--- src/rtl/snn_image_loader.sv ---
// snn_image_loader: receives a 98-byte binary image, streams its 784 pixels into the
// input-unit RAM, starts the SNN core and returns the classified digit as ASCII.
`default_nettype none

module snn_image_loader #(
    parameter int          NUM_PIX    = 784,
    parameter logic [7:0]  ASCII_BASE = 8'h30
) (
    input  logic       clk,
    input  logic       rst_n,
    input  logic       rx_rdy,
    input  logic [7:0] rx_data,
    input  logic [9:0] core_addr,
    input  logic       done,
    input  logic [3:0] digit,
    input  logic       tx_done,
    output logic [9:0] ram_addr,
    output logic       ram_data,
    output logic       ram_we,
    output logic       start,
    output logic       tx_start,
    output logic [7:0] tx_data,
    output logic       busy,
    output logic       overrun
);

    localparam logic [9:0] LAST_PIX = 10'(NUM_PIX - 1);

    typedef enum logic [2:0] {
        S_IDLE      = 3'd0,
        S_WRITE     = 3'd1,
        S_START     = 3'd2,
        S_WAIT_DONE = 3'd3,
        S_TX        = 3'd4,
        S_TX_WAIT   = 3'd5
    } state_t;

    state_t     state_q, state_d;
    logic [7:0] shift_q, shift_d;
    logic [2:0] bit_cnt_q, bit_cnt_d;
    logic [9:0] pix_cnt_q, pix_cnt_d;
    logic [6:0] byte_cnt_q, byte_cnt_d;
    logic [7:0] pend_q, pend_d;
    logic       pend_vld_q, pend_vld_d;
    logic       overrun_q, overrun_d;
    logic [7:0] tx_data_q, tx_data_d;
    logic       ram_we_q, start_q, tx_start_q, busy_q;

    logic       last_beat;
    logic       last_pix;
    logic       pend_load;

    assign last_beat = (bit_cnt_q == 3'd7);
    assign last_pix  = (pix_cnt_q == LAST_PIX);
    assign pend_load = (state_q == S_WRITE) && last_beat && !last_pix && pend_vld_q;

    always_comb begin
        state_d    = state_q;
        shift_d    = shift_q;
        bit_cnt_d  = bit_cnt_q;
        pix_cnt_d  = pix_cnt_q;
        byte_cnt_d = byte_cnt_q;
        pend_d     = pend_q;
        pend_vld_d = pend_vld_q;
        overrun_d  = overrun_q;
        tx_data_d  = tx_data_q;

        case (state_q)
            S_IDLE: begin
                if (rx_rdy) begin
                    shift_d   = rx_data;
                    bit_cnt_d = 3'd0;
                    state_d   = S_WRITE;
                    if (byte_cnt_q == 7'd0) begin
                        overrun_d = 1'b0;
                    end
                end
            end

            S_WRITE: begin
                shift_d   = {1'b0, shift_q[7:1]};
                pix_cnt_d = pix_cnt_q + 10'd1;
                bit_cnt_d = bit_cnt_q + 3'd1;
                if (last_beat) begin
                    byte_cnt_d = byte_cnt_q + 7'd1;
                    if (last_pix) begin
                        state_d = S_START;
                    end else if (pend_vld_q) begin
                        shift_d    = pend_q;
                        pend_vld_d = 1'b0;
                    end else begin
                        state_d = S_IDLE;
                    end
                end
                if (rx_rdy) begin
                    // A byte landing on the final beat of an idle-bound byte chains
                    // straight into the shifter so it is not stranded in the buffer.
                    if (last_beat && !last_pix && !pend_vld_q) begin
                        shift_d = rx_data;
                        state_d = S_WRITE;
                    end else if (!pend_vld_q || pend_load) begin
                        pend_d     = rx_data;
                        pend_vld_d = 1'b1;
                    end else begin
                        overrun_d = 1'b1;
                    end
                end
            end

            S_START: begin
                state_d = S_WAIT_DONE;
                if (rx_rdy) overrun_d = 1'b1;
            end

            S_WAIT_DONE: begin
                if (done) begin
                    tx_data_d = ASCII_BASE + {4'h0, digit};
                    state_d   = S_TX;
                end
                if (rx_rdy) overrun_d = 1'b1;
            end

            S_TX: begin
                state_d = S_TX_WAIT;
                if (rx_rdy) overrun_d = 1'b1;
            end

            S_TX_WAIT: begin
                if (tx_done) begin
                    pix_cnt_d  = 10'd0;
                    byte_cnt_d = 7'd0;
                    pend_vld_d = 1'b0;
                    state_d    = S_IDLE;
                end
                if (rx_rdy) overrun_d = 1'b1;
            end

            default: state_d = S_IDLE;
        endcase
    end

    always_ff @(posedge clk or negedge rst_n) begin
        if (!rst_n) begin
            state_q    <= S_IDLE;
            shift_q    <= 8'h00;
            bit_cnt_q  <= 3'd0;
            pix_cnt_q  <= 10'd0;
            byte_cnt_q <= 7'd0;
            pend_q     <= 8'h00;
            pend_vld_q <= 1'b0;
            overrun_q  <= 1'b0;
            tx_data_q  <= 8'h00;
            ram_we_q   <= 1'b0;
            start_q    <= 1'b0;
            tx_start_q <= 1'b0;
            busy_q     <= 1'b0;
        end else begin
            state_q    <= state_d;
            shift_q    <= shift_d;
            bit_cnt_q  <= bit_cnt_d;
            pix_cnt_q  <= pix_cnt_d;
            byte_cnt_q <= byte_cnt_d;
            pend_q     <= pend_d;
            pend_vld_q <= pend_vld_d;
            overrun_q  <= overrun_d;
            tx_data_q  <= tx_data_d;
            ram_we_q   <= (state_d == S_WRITE);
            start_q    <= (state_d == S_START);
            tx_start_q <= (state_d == S_TX);
            busy_q     <= (state_d != S_IDLE);
        end
    end

    // The core owns the RAM address only while it is classifying.
    assign ram_addr = (state_q == S_WAIT_DONE) ? core_addr : pix_cnt_q;
    assign ram_data = shift_q[0];
    assign ram_we   = ram_we_q;
    assign start    = start_q;
    assign tx_start = tx_start_q;
    assign tx_data  = tx_data_q;
    assign busy     = busy_q;
    assign overrun  = overrun_q;

endmodule

`default_nettype wire

--- config.mk ---
export PLATFORM = sky130hd
export DESIGN_NAME = snn_image_loader
export DESIGN_NICKNAME = d
export VERILOG_FILES = /design/src/rtl/snn_image_loader.sv
export SDC_FILE = /design/constraint.sdc
export NUM_CORES = 1
export LEC_CHECK = 0
export ABC_CLOCK_PERIOD_IN_PS = 2790
export CAP_MARGIN = 20
export CELL_PAD_IN_SITES_DETAIL_PLACEMENT = 1
export CELL_PAD_IN_SITES_GLOBAL_PLACEMENT = 2
export CORE_ASPECT_RATIO = 0.9
export CORE_MARGIN = 2
export CORE_UTILIZATION = 33
export CTS_CLUSTER_SIZE = 24
export DETAILED_ROUTE_END_ITERATION = 7
export GPL_ROUTABILITY_DRIVEN = 0
export GPL_TIMING_DRIVEN = 1
export PLACE_DENSITY_LB_ADDON = 0.2
export SYNTH_ARGS = -nofsm -noshare
export SYNTH_HDL_FRONTEND = slang
export SYNTH_SLANG_ARGS = --single-unit
--- constraint.sdc ---
create_clock -name clk -period 2.79 [get_ports clk]
set_clock_uncertainty 0.1 [all_clocks]
set_input_delay 0.558 -clock clk [delete_from_list [all_inputs] [get_ports clk]]
set_output_delay 0.558 -clock clk [all_outputs]
set_load 0.01 [all_outputs]
== Word level (Yosys, flattened, before mapping) ==
Index checks and enable logic that the tools add are counted.
Word-level totals
  register bits: 53
  input port bits: 27
  output and inout port bits: 24
  logic and storage cells: 95
Operators by class
  add/subtract/negate cells: 4
  equality and inequality tests: 18
  mux-type cells: 38
  bitwise logic cells: 1
  reduce and logical (&&, ||, !) cells: 21
Operators by type and width (count)
  8-bit two-way mux: 6
  3-bit two-way mux: 9
  10-bit two-way mux: 2
  10-bit one-hot mux with 2 select lines: 1
  3-bit one-hot mux with 6 select lines: 1
  8-bit one-hot mux with 2 select lines: 1
  7-bit two-way mux: 2
  2-bit inequality test, second input constant: 7
  7-bit one-hot mux with 2 select lines: 1
  3-bit equality test, second input constant: 4
  1-bit two-way mux: 12
  10-bit by 1-bit adder with 10-bit output, second input constant: 1
  10-bit equality test, second input constant: 1
  3-bit by 2-bit equality test with 1-bit output, second input constant: 3
  6-bit by 4-bit adder with 7-bit output, first input constant: 1
  7-bit by 1-bit adder with 7-bit output, second input constant: 1
  7-bit zero test: 1
  7-bit AND reduction: 1
  3-bit by 1-bit equality test with 1-bit output, second input constant: 2
  3-bit one-hot mux with 2 select lines: 1
  2-bit AND reduction: 3
  3-bit nonzero test: 2
  1-bit logical AND: 5
  4-bit AND reduction: 1
  11 further kinds: 13

== Depth between registers and ports, before layout ==
  word-level depth: 9
  depth in mapped cells: 7
  gate-level depth less buffers: 7

== Least setup slack after synthesis ==
No wires, ideal clock.
  path kind: register to output
  start: reg state_q[2]
  end: out ram_addr[0]
  arrival time: 1.383 ns
  required time: 2.132 ns
  path slack: 0.749 ns
  stages on the path, launching flop included: 5
  path buffers: 1
  path through: dfrtp_1 > clkbuf_1 > inv_1 > nand3_1 > mux2_2
On the way
  cells in the longest elaborated chain, start to end: 2
Ends and longest elaborated chain
  from (decl): line 38  | state_t state_q, state_d;
  from (signal assigned): line 158  | state_q <= state_d;
  3-bit by 2-bit equality test with 1-bit output: line 175  | assign ram_addr = (state_q == S_WAIT_DONE) ? core_addr : pix_cnt_q;
  10-bit two-way mux: line 175
  to (decl): line 17  | output logic [9:0] ram_addr,
No other way between the ends.

== Final worst setup path ==
  start: reg state_q[1]
  end: out ram_addr[0]
The elaborated chain is that of the path after synthesis.

==> metrics.cfg <==
[status]
status=complete, no violations

[floorplanning]
dieHeight_um=88.07
coreArea_um2=7582
start_util=0.3417
ios=51
die_x_um=97.41
dieArea_um2=8578
std_cell_rows=30

[yosys]
yosysMostFrequentCell=dfrtp_1
syn_inst=228
async_flop_share=1.000
yosys.cell_types.count=46
yosysWarningCount=0
synth_edf_count=0
seq_area_frac_synth=0.4829
synth-seq-cells=50
ys_top_cells_by_area=dfrtp_1 (48%), mux2_2 (10%), xor2_1 (3.7%)
synth_area_um2=2591
ys.flop_type=dfrtp_1
yosysTopAreaCell=dfrtp_1
synth_top_area_share=0.4829
syn_avg_cell_area_um2=11.37
synth_commonest_cells=dfrtp_1 (50), mux2_2 (24), nor2_1 (24)

[sta]
worst_pin_slew_ps=634.3
slew_headroom=0.5771
period_needed_ps=2499
timing.fmax_mhz=400.2
finalSetupViolCount=0
setup-tns-final_ps=0
grt_setup_unrepaired=no
slew_violations=0
timing.final.crit_share=0.8956
hold_viol=0

[worst_setup_path]
path_cells=nand3_1 -> buf_4 -> mux2_2 -> clkdlybuf4s50_1
worstPathMaxFanout=10
cpMaxStageDelayCell=clkdlybuf4s50_1
crit_required_ps=2130
critical-path-max-stage-delay_ps=480
reg2reg_slack_ps=480
worst-r2r-cell-count=6
endpoint_kind=primary output
reg2reg_from=pix_cnt_q[1]
cp-endpoint=ram_addr[0]
cp-startpoint=state_q[1]
crit_arrival_ps=1840
worst-setup-path-type=reg -> out
rr_endpoint=shift_q[2]
critPathLaunchType=flop

[final_layout]
antenna_cells=0
postLayoutCellArea_um2=3273
finalNetCount=314
syn2layout_area_growth_pct=26.32
fill_cells=850
drive_gt1_frac=0.1779

[detailed_routing]
routed_wl_um=5642
via_per_inst=5.016
vias=1891
drc_errors=0
drtIter0Drc=40
first_pass_iters=3
wl_per_cell_um=14.97
detail-route-antenna-nets=0

[grt]
grt_max_degree=51
track_usage=0.1418
grt_first_pass_wirelength_um=9818
grt_overflow_total=0
grt_pass1_vias=1924
antenna_found_initial=0

[clock_network]
root_buffer=clkbuf_8
clock_path_buffers=2
clkLatencyLatePin_ps=300
htreeDepth=2
holdBufCountCts=0
numCtsBuffers=5
ctsResizeCount=0
clock-sinks=50
cts_tree=built
path_clk_slew_ps=90
postCtsSetupBuffers=0

[placed_design]
place_area_um2=3193
io_buffers=48
hpwl_um=4140

[pwr]
power_density_nw_per_um2=876.2
ir_drop_mv=0.3579
power.leakage_nw=1.440

[hold_path]
hp-class=in -> async

[job]
max_cap_viol_count=0

stage by stage:
step                      power (mW)    util  cells  hold slack [ps]  setup WS [ps]
final                          2.868  0.4317    377            239.9          291.3
after CTS                      2.919  0.4317    377            283.4          261.8
after global routing           3.118  0.4317    377            302.4          208.9
after global placement         2.466  0.4211    370            379.4          452.1
after detailed placement       2.504  0.4211    370            392.6          430.6
after floorplan                2.041       -    229            162.4          749.2
how the worst min path moves through the flow:
stage,from,endpoint,slack [ps],cells past startpoint
final,rst_n,byte_cnt_q[3],240,2
after floorplan,rst_n,bit_cnt_q[0],160,0
after detailed placement,tx_data[4],tx_data[4],390,1
after global placement,tx_data[4],tx_data[4],380,1
after CTS,rst_n,byte_cnt_q[3],280,2
after global routing,rst_n,byte_cnt_q[3],300,2
logic make-up after synthesis:
| group | Yosys count | share of synthesized area |
|---|---|---|
| muxes | 32 | 0.1352 |
| adders and majority gates | 6 | 0.02897 |
| buffers and inverters | 18 | 0.03525 |
| AOI/OAI and AO/OA | 37 | 0.1226 |
| xor gates and xnor gates | 13 | 0.04394 |
| and+or+nand+nor | 71 | 0.1497 |
| other | 1 | 0.001447 |
| DFF | 50 | 0.4829 |
registers in the layout, indices dropped and copies added (netlist names):
signal / count
bit_cnt_q: 3
pend_vld_q: 1
busy: 1
tx_start: 1
ram_we: 1
state_q: 3
tx_data: 5
pix_cnt_q: 10
shift_q: 8
byte_cnt_q: 7
pend_q: 8
start: 1
overrun: 1
power by group:
| part | total, mW | switching (mW) | internal, mW |
|---|---|---|---|
| Sequential | 1.24 | 0.231 | 1.01 |
| Combinational | 1.23 | 0.538 | 0.691 |
| Clock | 0.397 | 0.225 | 0.172 |
| Total | 2.87 | 0.994 | 1.87 |
area by class of cell:
class | count | area, um2 | share of cell area
clock buffers | 6 | 72.57 | 0.02217
well taps | 96 | 120.1 | 0.03670
multi-input cells | 161 | 1252 | 0.3826
clock inverters | 1 | 7.507 | 0.002294
flip-flops and latches | 50 | 1251 | 0.3823
inverters | 5 | 18.77 | 0.005734
repair buffers | 58 | 550.5 | 0.1682
metal layers:
metal / global-route usage / up-vias / share of wire
met2: 0.2188 / 29 / 0.44
met1: 0.2042 / 929 / 0.52
li1: - / 926 / -
met5: 0 / - / 0
met3: 0.03033 / 7 / 0.027
met4: 0.03788 / 0 / 0.0094
placed cells by master (no fill, tap or decap), drive strengths merged, types with 2 or more instances in the layout:
cell type,netlist,layout
and2,2,2
nor3,5,5
dfrtp,50,50
ha,6,6
nand2,13,13
o31ai,3,3
clkdlybuf4s50,0,47
a221o,7,7
nand4,4,4
nand3,4,4
mux2i,8,8
o211ai,2,2
and3,5,5
mux2,24,24
or3,4,4
xor2,11,11
conb,1,2
a22o,4,4
nor3b,3,3
inv,5,5
clkbuf,3,6
nand2b,3,3
xnor2,2,2
a21oi,6,6
o2111ai,3,3
o21ai,6,6
nor2,24,24
buf,10,11
critical path, delay by kind of cell, from the launching register on:
| kind | cells | cell delay, ps |
|---|---|---|
| buffers and inverters | 2 | 680 |
| multiplexers | 1 | 350 |
| AND/OR/NAND/NOR | 1 | 100 |
| flip-flops | 1 | 400 |
Power figures use the tool's default switching activity.
